[src/rtl/cv32e40p_pc_redirect_unit.sv]
`default_nettype none
// ============================================================================
// Module   : cv32e40p_pc_redirect_unit
// Brief    : Registered next-PC redirect selection with a single-entry
//            valid/ready buffer towards the prefetcher.
// Revision : 1.0
// ============================================================================
module cv32e40p_pc_redirect_unit #(
    parameter int ADDR_WIDTH  = 32,
    parameter int VEC_WIDTH   = 5,
    parameter int NUM_TRAP_CH = 2,
    parameter int CH_W        = (NUM_TRAP_CH > 1) ? $clog2(NUM_TRAP_CH) : 1,
    localparam int TB_W       = ADDR_WIDTH - VEC_WIDTH - 3
) (
    input  logic                              clk,
    input  logic                              rst,
    input  logic [ADDR_WIDTH-1:0]             boot_addr_i,
    input  logic [ADDR_WIDTH-1:0]             dm_halt_addr_i,
    input  logic [ADDR_WIDTH-1:0]             dm_exception_addr_i,
    input  logic [NUM_TRAP_CH*TB_W-1:0]       trap_base_addr_i,
    input  logic [NUM_TRAP_CH*VEC_WIDTH-1:0]  exc_vec_i,
    input  logic [NUM_TRAP_CH*ADDR_WIDTH-1:0] epc_i,
    input  logic [ADDR_WIDTH-1:0]             depc_i,
    input  logic [CH_W-1:0]                   trap_ch_i,
    input  logic [2:0]                        exc_pc_mux_i,
    input  logic                              pc_set_i,
    input  logic [3:0]                        pc_mux_i,
    input  logic [ADDR_WIDTH-1:0]             jump_target_id_i,
    input  logic [ADDR_WIDTH-1:0]             jump_target_ex_i,
    input  logic [ADDR_WIDTH-1:0]             pc_id_i,
    input  logic [ADDR_WIDTH-1:0]             hwlp_target_i,
    input  logic                              fetch_ready_i,
    output logic                              branch_valid_o,
    output logic [ADDR_WIDTH-1:0]             branch_addr_o,
    output logic                              csr_tvec_init_o,
    output logic                              redirect_drop_o
);

    localparam logic [3:0] c_pc_boot      = 4'b0000;
    localparam logic [3:0] c_pc_fencei    = 4'b0001;
    localparam logic [3:0] c_pc_jump      = 4'b0010;
    localparam logic [3:0] c_pc_branch    = 4'b0011;
    localparam logic [3:0] c_pc_exception = 4'b0100;
    localparam logic [3:0] c_pc_mret      = 4'b0101;
    localparam logic [3:0] c_pc_uret      = 4'b0110;
    localparam logic [3:0] c_pc_dret      = 4'b0111;
    localparam logic [3:0] c_pc_hwloop    = 4'b1000;

    localparam logic [2:0] c_exc_irq      = 3'b001;
    localparam logic [2:0] c_exc_dbd      = 3'b010;
    localparam logic [2:0] c_exc_dbe      = 3'b011;

    localparam logic [1:0] c_st_boot      = 2'd0;
    localparam logic [1:0] c_st_idle      = 2'd1;
    localparam logic [1:0] c_st_pend      = 2'd2;

    localparam logic [CH_W:0]         c_num_ch = NUM_TRAP_CH[CH_W:0];
    localparam logic [ADDR_WIDTH-1:0] c_pc_inc = ADDR_WIDTH'(4);

    logic [TB_W-1:0]       w_base [NUM_TRAP_CH];
    logic [VEC_WIDTH-1:0]  w_vec  [NUM_TRAP_CH];
    logic [ADDR_WIDTH-1:0] w_epc  [NUM_TRAP_CH];

    genvar g_c;
    generate
        for (g_c = 0; g_c < NUM_TRAP_CH; g_c++) begin : g_unpack
            assign w_base[g_c] = trap_base_addr_i[g_c*TB_W +: TB_W];
            assign w_vec[g_c]  = exc_vec_i[g_c*VEC_WIDTH +: VEC_WIDTH];
            assign w_epc[g_c]  = epc_i[g_c*ADDR_WIDTH +: ADDR_WIDTH];
        end
    endgenerate

    logic [CH_W-1:0]       w_ch;
    logic [ADDR_WIDTH-1:0] w_boot_aligned;
    logic [ADDR_WIDTH-1:0] w_exc_pc;
    logic [ADDR_WIDTH-1:0] w_target;
    logic                  w_mux_ok;
    logic                  w_set_ok;
    logic                  w_unused_ok;

    // Out-of-range channel indices fall back to the machine channel
    assign w_ch           = ({1'b0, trap_ch_i} < c_num_ch) ? trap_ch_i : '0;
    assign w_boot_aligned = {boot_addr_i[ADDR_WIDTH-1:2], 2'b00};
    assign w_unused_ok    = ^{boot_addr_i[1:0], dm_halt_addr_i[1:0], dm_exception_addr_i[1:0]};

    always_comb begin
        w_exc_pc = {w_base[w_ch], {(VEC_WIDTH+3){1'b0}}};
        case (exc_pc_mux_i)
            c_exc_irq: w_exc_pc = {w_base[w_ch], 1'b0, w_vec[w_ch], 2'b00};
            c_exc_dbd: w_exc_pc = {dm_halt_addr_i[ADDR_WIDTH-1:2], 2'b00};
            c_exc_dbe: w_exc_pc = {dm_exception_addr_i[ADDR_WIDTH-1:2], 2'b00};
            default:   w_exc_pc = {w_base[w_ch], {(VEC_WIDTH+3){1'b0}}};
        endcase
    end

    always_comb begin
        w_target = '0;
        w_mux_ok = 1'b1;
        case (pc_mux_i)
            c_pc_boot:      w_target = w_boot_aligned;
            c_pc_jump:      w_target = jump_target_id_i;
            c_pc_branch:    w_target = jump_target_ex_i;
            c_pc_exception: w_target = w_exc_pc;
            c_pc_mret:      w_target = w_epc[0];
            c_pc_uret:      w_target = w_epc[NUM_TRAP_CH-1];
            c_pc_dret:      w_target = depc_i;
            c_pc_fencei:    w_target = pc_id_i + c_pc_inc;
            c_pc_hwloop:    w_target = hwlp_target_i;
            default:        w_mux_ok = 1'b0;
        endcase
    end

    assign w_set_ok = pc_set_i & w_mux_ok;

    logic [1:0]            r_state;
    logic [1:0]            w_state_nxt;
    logic [ADDR_WIDTH-1:0] r_addr;
    logic                  r_tvec_init;
    logic                  r_drop;
    logic                  w_load;
    logic                  w_tvec_nxt;
    logic                  w_drop_nxt;

    always_ff @(posedge clk or posedge rst) begin
        if (rst) begin
            r_state     <= c_st_boot;
            r_addr      <= '0;
            r_tvec_init <= 1'b0;
            r_drop      <= 1'b0;
        end else begin
            r_state     <= w_state_nxt;
            r_tvec_init <= w_tvec_nxt;
            r_drop      <= w_drop_nxt;
            if (w_load) begin
                r_addr <= w_target;
            end
        end
    end

    always_comb begin
        w_state_nxt = r_state;
        case (r_state)
            c_st_boot: if (fetch_ready_i) w_state_nxt = c_st_idle;
            c_st_idle: if (w_set_ok)      w_state_nxt = c_st_pend;
            c_st_pend: begin
                if (w_set_ok)           w_state_nxt = c_st_pend;
                else if (fetch_ready_i) w_state_nxt = c_st_idle;
            end
            default:                    w_state_nxt = c_st_boot;
        endcase
    end

    // Newest redirect wins; the overwritten one is flagged only if it was never taken
    always_comb begin
        w_load     = w_set_ok & (r_state != c_st_boot);
        w_tvec_nxt = ((r_state == c_st_boot) & fetch_ready_i) |
                     (w_load & (pc_mux_i == c_pc_boot));
        w_drop_nxt = (r_state == c_st_pend) & w_set_ok & ~fetch_ready_i;
    end

    assign branch_valid_o  = (r_state == c_st_boot) | (r_state == c_st_pend);
    assign branch_addr_o   = (r_state == c_st_boot) ? w_boot_aligned : r_addr;
    assign csr_tvec_init_o = r_tvec_init;
    assign redirect_drop_o = r_drop;

endmodule
`default_nettype wire

[config.mk]
export PLATFORM = sky130hd
export DESIGN_NAME = cv32e40p_pc_redirect_unit
export DESIGN_NICKNAME = d
export VERILOG_FILES = /design/src/rtl/cv32e40p_pc_redirect_unit.sv
export SDC_FILE = /design/constraint.sdc
export NUM_CORES = 1
export LEC_CHECK = 0
export CORE_AREA = 2 2 164 166
export CTS_CLUSTER_SIZE = 8
export DETAILED_ROUTE_END_ITERATION = 10
export DIE_AREA = 0 0 166 168
export PLACE_DENSITY = 0.49
export SKIP_CTS_REPAIR_TIMING = 1
export SYNTH_ARGS = -nofsm -noshare
export SYNTH_HDL_FRONTEND = slang
export SYNTH_SLANG_ARGS = --single-unit
[constraint.sdc]
create_clock -name clk -period 2.52 [get_ports clk]
set_clock_uncertainty 0.1 [all_clocks]
set_input_delay 0.378 -clock clk [delete_from_list [all_inputs] [get_ports clk]]
set_output_delay 0.378 -clock clk [all_outputs]
set_load 0.02 [all_outputs]
==> run_results.csv <==
group,metric,value,unit
run_status,status,"finished clean",
yosys,synth_area_per_cell,7.90,sq um
run,cap_violations,0,
worst_hold_path,hold_path.class,"reg -> reg",
yosys,synth_common_cells,"a22oi_1, nand2_1, mux2i_1, o21ai_0, mux2_2",
placement,dp_hpwl,29300,um
yosys,synthArstFlopShare,100,%
clocking,numClockSinks,36,
sta,final-max-slew-violation-count,0,
yosys,synthDominantCellAreaShare,18.0,%
setup_path,required,2.04,ns
layout,drive_gt1_share,19.3,%
sta,max_freq,405,MHz
die,dieWidth,166,um
clocking,htreeDepth,2,
clocking,clock-root-buffer,"clkbuf_16",
setup_path,critPathMaxFanout,16,
yosys,synthCells,635,
clocking,cts.path.max_buffers,2,
detailed_routing,postRouteAntennaNets,0,
sta,fin_crit,2.47,ns
die,rows,60,
die,dieArea,27900,sq um
sta,setup_ws,0.0494,ns
clocking,clk_pin_slew,0.06,ns
clocking,cts_tree,"done",
setup_path,cp_cell_sequence,"nor2_4, buf_12, mux2_2, clkdlybuf4s50_1",
setup_path,cp-start-kind,"register",
global_route,grt_max_degree,37,
setup_path,cp_slowest_cell,"clkdlybuf4s50_1",
global_route,track_usage,24.0,%
layout,layout.nets,1532,
yosys,synthFlopType,"dfrtp_1",
setup_path,crit_type,"reg -> out",
yosys,synth-seq-area-share,18.0,%
yosys,yosys-top-cells-area,"dfrtp_1, mux2i_1, mux2_2",
yosys,synth.yosys.warnings,0,
yosys,yosys.cell_types.count,69,
detailed_routing,drtIter0Drc,547,
sta,tightest_slew,0.667,ns
layout,syn_to_final_growth,119,%
global_route,antenna_found_initial,2,
detailed_routing,via_per_inst,4.96,
setup_path,endpoint_kind,"output pin",
global_route,grt_pass1_vias,7741,
sta,setup_violations,0,
die,initial_core_util,19.0,%
die,fp.dieH,168,um
detailed_routing,wire_per_inst,23.6,um
detailed_routing,drcViolationCount,0,
placement,gp_congestion,0.869,
clocking,insertion_delay,0.28,ns
placement,place_ws,-0.447,ns
clocking,cts_buffers,5,
global_route,grt_pass1_wl,50500,um
yosys,synthesis.area,5020,sq um
sta,slew_headroom,55.5,%
placement,portBuffers,418,
power,vdd.ir_drop.worst,0.000289,V
power,p_per_area,465,nW/um^2
detailed_routing,num_vias,7366,
sta,hold_viol_final,0,
detailed_routing,postRouteWirelength,35000,um
yosys,yosysTopAreaCell,"dfrtp_1",
global_route,grt_overflow_total,0,
die,ios,425,
yosys,ys_ff_latch,36,
yosys,synth-edff-count,0,
sta,fin_crit_sh,98.0,%
power,leakage,4.55,nW
yosys,synth.most_common_cell,"a22oi_1",
layout,post-route-util,41.7,%
die,core,26400,sq um
detailed_routing,firstDrtPassIters,5,
setup_path,worstPathArrival,1.99,ns
yosys,synth_nets,1026,
setup_path,cp_slowest_stage_delay,0.55,ns
sta,rsz0062_at_grt,"no",
-- where the power goes --
part | switching (mW) | internal [mW]
logic | 1.52 | 1.82
registers | 0.197 | 0.837
clock network | 0.260 | 0.466
total | 1.98 | 3.13
-- per-stage QoR --
step	hold WS, ns	area (sq um)	setup TNS, ns	total power [mW]	std cells
6_report	0.380	11000	0	5.11	1484
2_1_floorplan	0.346	5020	0	2.45	635
5_1_grt	0.409	11000	0	5.40	1484
3_3_place_gp	0.367	10700	-3.99	4.45	1474
4_1_cts	0.388	10800	-0.278	5.21	1482
3_5_place_dp	0.376	10700	-4.42	4.45	1474
-- cells by family (layout without fill, tap and decap cells) --
logic type / Yosys count / in the layout / share of synthesized area, %
compound gates: 230 / 230 / 32.9
buf+inv: 67 / 573 / 5.71
mux: 91 / 91 / 19.4
xor+xnor: 16 / 16 / 2.79
simple gates: 194 / 195 / 21.0
other cells: 0 / 1 / 0
flops: 36 / 36 / 18.0
fa+ha+maj: 1 / 1 / 0.249
-- flip-flops by register name (all words and copies together) (netlist names) --
register,count
r_state,2
redirect_drop_o,1
r_addr,32
csr_tvec_init_o,1
-- cell type report --
| type | instances | area (sq um) |
|---|---|---|
| Multi-Input combinational cell | 533 | 3970 |
| Clock buffer | 6 | 129 |
| Tap cell | 341 | 427 |
| Inverter | 9 | 33.8 |
| Clock inverter | 2 | 35.0 |
| Fill cell | 2651 | 15400 |
| Timing Repair Buffer | 556 | 5490 |
| Sequential cell | 36 | 901 |
| Antenna cell | 1 | 2.50 |
-- per-layer routing --
layer  track usage (%)  vias to the layer above  part of all wire, %
met2              39.6                      298                   46
li1                  -                     3547                    -
met3              4.40                       38                  6.0
met5                 0                        -                0.037
met4              4.61                        2                  1.8
met1              33.0                     3481                   46
-- critical path: cells and delay by family, from the launching register on --
| kind | cells | cell delay (ns) |
|---|---|---|
| DFF | 1 | 0.43 |
| buffers and inverters | 2 | 0.73 |
| muxes | 1 | 0.34 |
| and+or+nand+nor | 1 | 0.19 |
-- path summary, 6_finish.rpt --
path | startpoint | endpoint | slack (ns) | cells past startpoint
max | r_state[1] | branch_addr_o[3] | 0.05 | 4
min | r_addr[8] | r_addr[8] | 0.38 | 2
max reg2reg | r_state[1] | r_addr[25] | 0.65 | 7
min reg2reg | r_addr[8] | r_addr[8] | 0.38 | 2
max in group asynchronous | rst | r_addr[13] | 1.50 | 3
min in group asynchronous | rst | r_addr[1] | 0.43 | 3
-- cells in the final DEF (no fill, tap or decap), types with 8 or more instances in the layout --
cell | synthesis | layout
nand2_1 | 55 | 55
xor2_1 | 8 | 8
a222oi_1 | 10 | 10
a32oi_1 | 8 | 8
a31oi_1 | 13 | 13
dlymetal6s2s_1 | 0 | 30
dfrtp_1 | 36 | 36
o21ai_0 | 46 | 43
a22o_1 | 9 | 9
o22ai_1 | 13 | 13
buf_4 | 1 | 122
inv_1 | 9 | 8
xnor2_1 | 8 | 8
a21oi_1 | 12 | 12
a211oi_1 | 12 | 12
a22oi_1 | 60 | 59
nand4_1 | 8 | 8
nor4_1 | 14 | 12
nor2_1 | 33 | 32
mux2_2 | 41 | 41
mux2i_1 | 49 | 49
nor3_1 | 17 | 17
clkdlybuf4s50_1 | 0 | 384
buf_12 | 0 | 17
nand3_1 | 22 | 22
(Power assumes the default switching activity.)
==> patch: new RTL, same settings <==
Register the output `redirect_drop_o` once more, with the module's reset; this adds one clock of latency there. The other outputs are not delayed to match.
--- a/src/rtl/cv32e40p_pc_redirect_unit.sv
+++ b/src/rtl/cv32e40p_pc_redirect_unit.sv
@@ -162,5 +162,11 @@
     assign branch_addr_o   = (r_state == c_st_boot) ? w_boot_aligned : r_addr;
     assign csr_tvec_init_o = r_tvec_init;
-    assign redirect_drop_o = r_drop;
+    always_ff @(posedge clk or posedge rst) begin
+        if (rst) begin
+            redirect_drop_o <= '0;
+        end else begin
+            redirect_drop_o <= r_drop;
+        end
+    end
 
 endmodule
Function: changed (Yosys sat finds a counterexample within 4 cycles, from zero or initial values and one cycle with rst high).
==> patch against the original RTL <==
- synthesized area increased by 0.57%
- utilization decreased by 0.28 points
- sequential cell count increased by 1
- wire length decreased by 5.7%
- total power increased by 2.1%
- first-iteration DRC count decreased by 23%
- die area unchanged
- setup slack improved by 0.068 ns
- cell area decreased by 0.67%
- critical endpoint is now r_addr[28]
==> patch: results (changes against the original RTL) <==
stage,metric,value,unit,change
logic_synthesis,synth_cell_types,62,,was 69
grt,grtUsageMet1,28.9,%,was 33.0%
logic_synthesis,synth-adder-area-share,0.248,%,was 0.249%
pwr,ir_drop,0.000600,V,was 0.000289 V
detailed_routing,first_pass_iters,6,,was 5
grt,grtUsageMet3,4.35,%,was 4.40%
placement,postPlaceCellArea,10600,sq um,was 10700 sq um
worst_hold_path,hold_depth,0,,was 2
setup_path,arrival,2.47,ns,was 1.99 ns
status,status,finished clean,,unchanged
finish,multi_input_area_share,35.6,%,was 36.1%
logic_synthesis,synth_seq_area_share,18.4,%,was 18.0%
detailed_routing,met2_wirelength,16000,um,was 16100 um
logic_synthesis,synth_xor_area_share,2.60,%,was 2.79%
grt,grt_max_degree,28,,was 37
sta,worst_pin_slew,0.663,ns,was 0.667 ns
finish,final_cells,1479,,was 1484
grt,grt_pass1_wl,48000,um,was 50500 um
finish,stdcell_area,10900,sq um,was 11000 sq um
placement,place_congestion,0.820,,was 0.869
detailed_routing,wl_met3,2140,um,was 2120 um
logic_synthesis,ys_top_cells_by_area,"dfrtp_1, mux2i_1, a22oi_1",,"was dfrtp_1, mux2i_1, mux2_2"
finish,seq-cell-share,8.48,%,was 8.20%
logic_synthesis,synth_common_cells,"a22oi_1, nand2_1, mux2i_1",,unchanged
detailed_routing,drt_wl_total,33000,um,was 35000 um
finish,nClkBuffers,5,,was 6
grt,use_met2,40.1,%,was 39.6%
pwr,leakage,0.00450,uW,was 0.00455 uW
setup_path,crit_fanout,12,,was 16
logic_synthesis,synth_compound_area_share,31.5,%,was 32.9%
placement,place_ws,-0.399,ns,was -0.447 ns
setup_path,cpPeakStageDelay,0.50,ns,was 0.55 ns
finish,drive_gt1_share,17.9,%,was 19.3%
finish,signal_buffers,549,,was 556
grt,first_global_vias,7632,,was 7741
grt,antenna_found_initial,1,,was 2
grt,grt_use_total,22.8,%,was 24.0%
logic_synthesis,synth_mux_area_share,18.1,%,was 19.4%
finish,area_share_clock_buf_inv,1.78,%,was 1.49%
logic_synthesis,synth_nets,1029,,was 1026
detailed_routing,drtIter0Drc,420,,was 547
detailed_routing,vias,7248,,was 7366
finish,inverters,10,,was 9
## patch: changes by cell type after synthesis, sizes merged, moves of 7 or more
cell,change
buf,+11
clkbuf,-11
nor4,+9
mux2,-8
nor2,+8
a211oi,-7
a21oi,+7
a32oi,-7
nor3,-7
## patch: worst paths after layout
path	to	start	slack, ns
min in group asynchronous	r_addr[29]	rst	0.40
max in group asynchronous	r_addr[6]	rst	1.34
worst max register to register	r_addr[21]	r_state[0]	0.46
worst min register to register	redirect_drop_o	r_drop	0.25
worst max-delay path	r_addr[28]	pc_mux_i[2]	0.12
worst min-delay path	redirect_drop_o	r_drop	0.25
## patch: metrics by stage
step | power [uW] | utilization, %
3_3_place_gp | 4430 | 40.3
2_1_floorplan | 2500 | -
3_5_place_dp | 4430 | 40.3
5_1_grt | 5510 | 41.4
6_report | 5210 | 41.4
4_1_cts | 5340 | 41.0
## patch: power by group
part	switching [uW]	internal, uW	leakage (uW)
sequential	182	865	0.000441
combinational	1470	1830	0.00396
clock	294	572	0.0000944
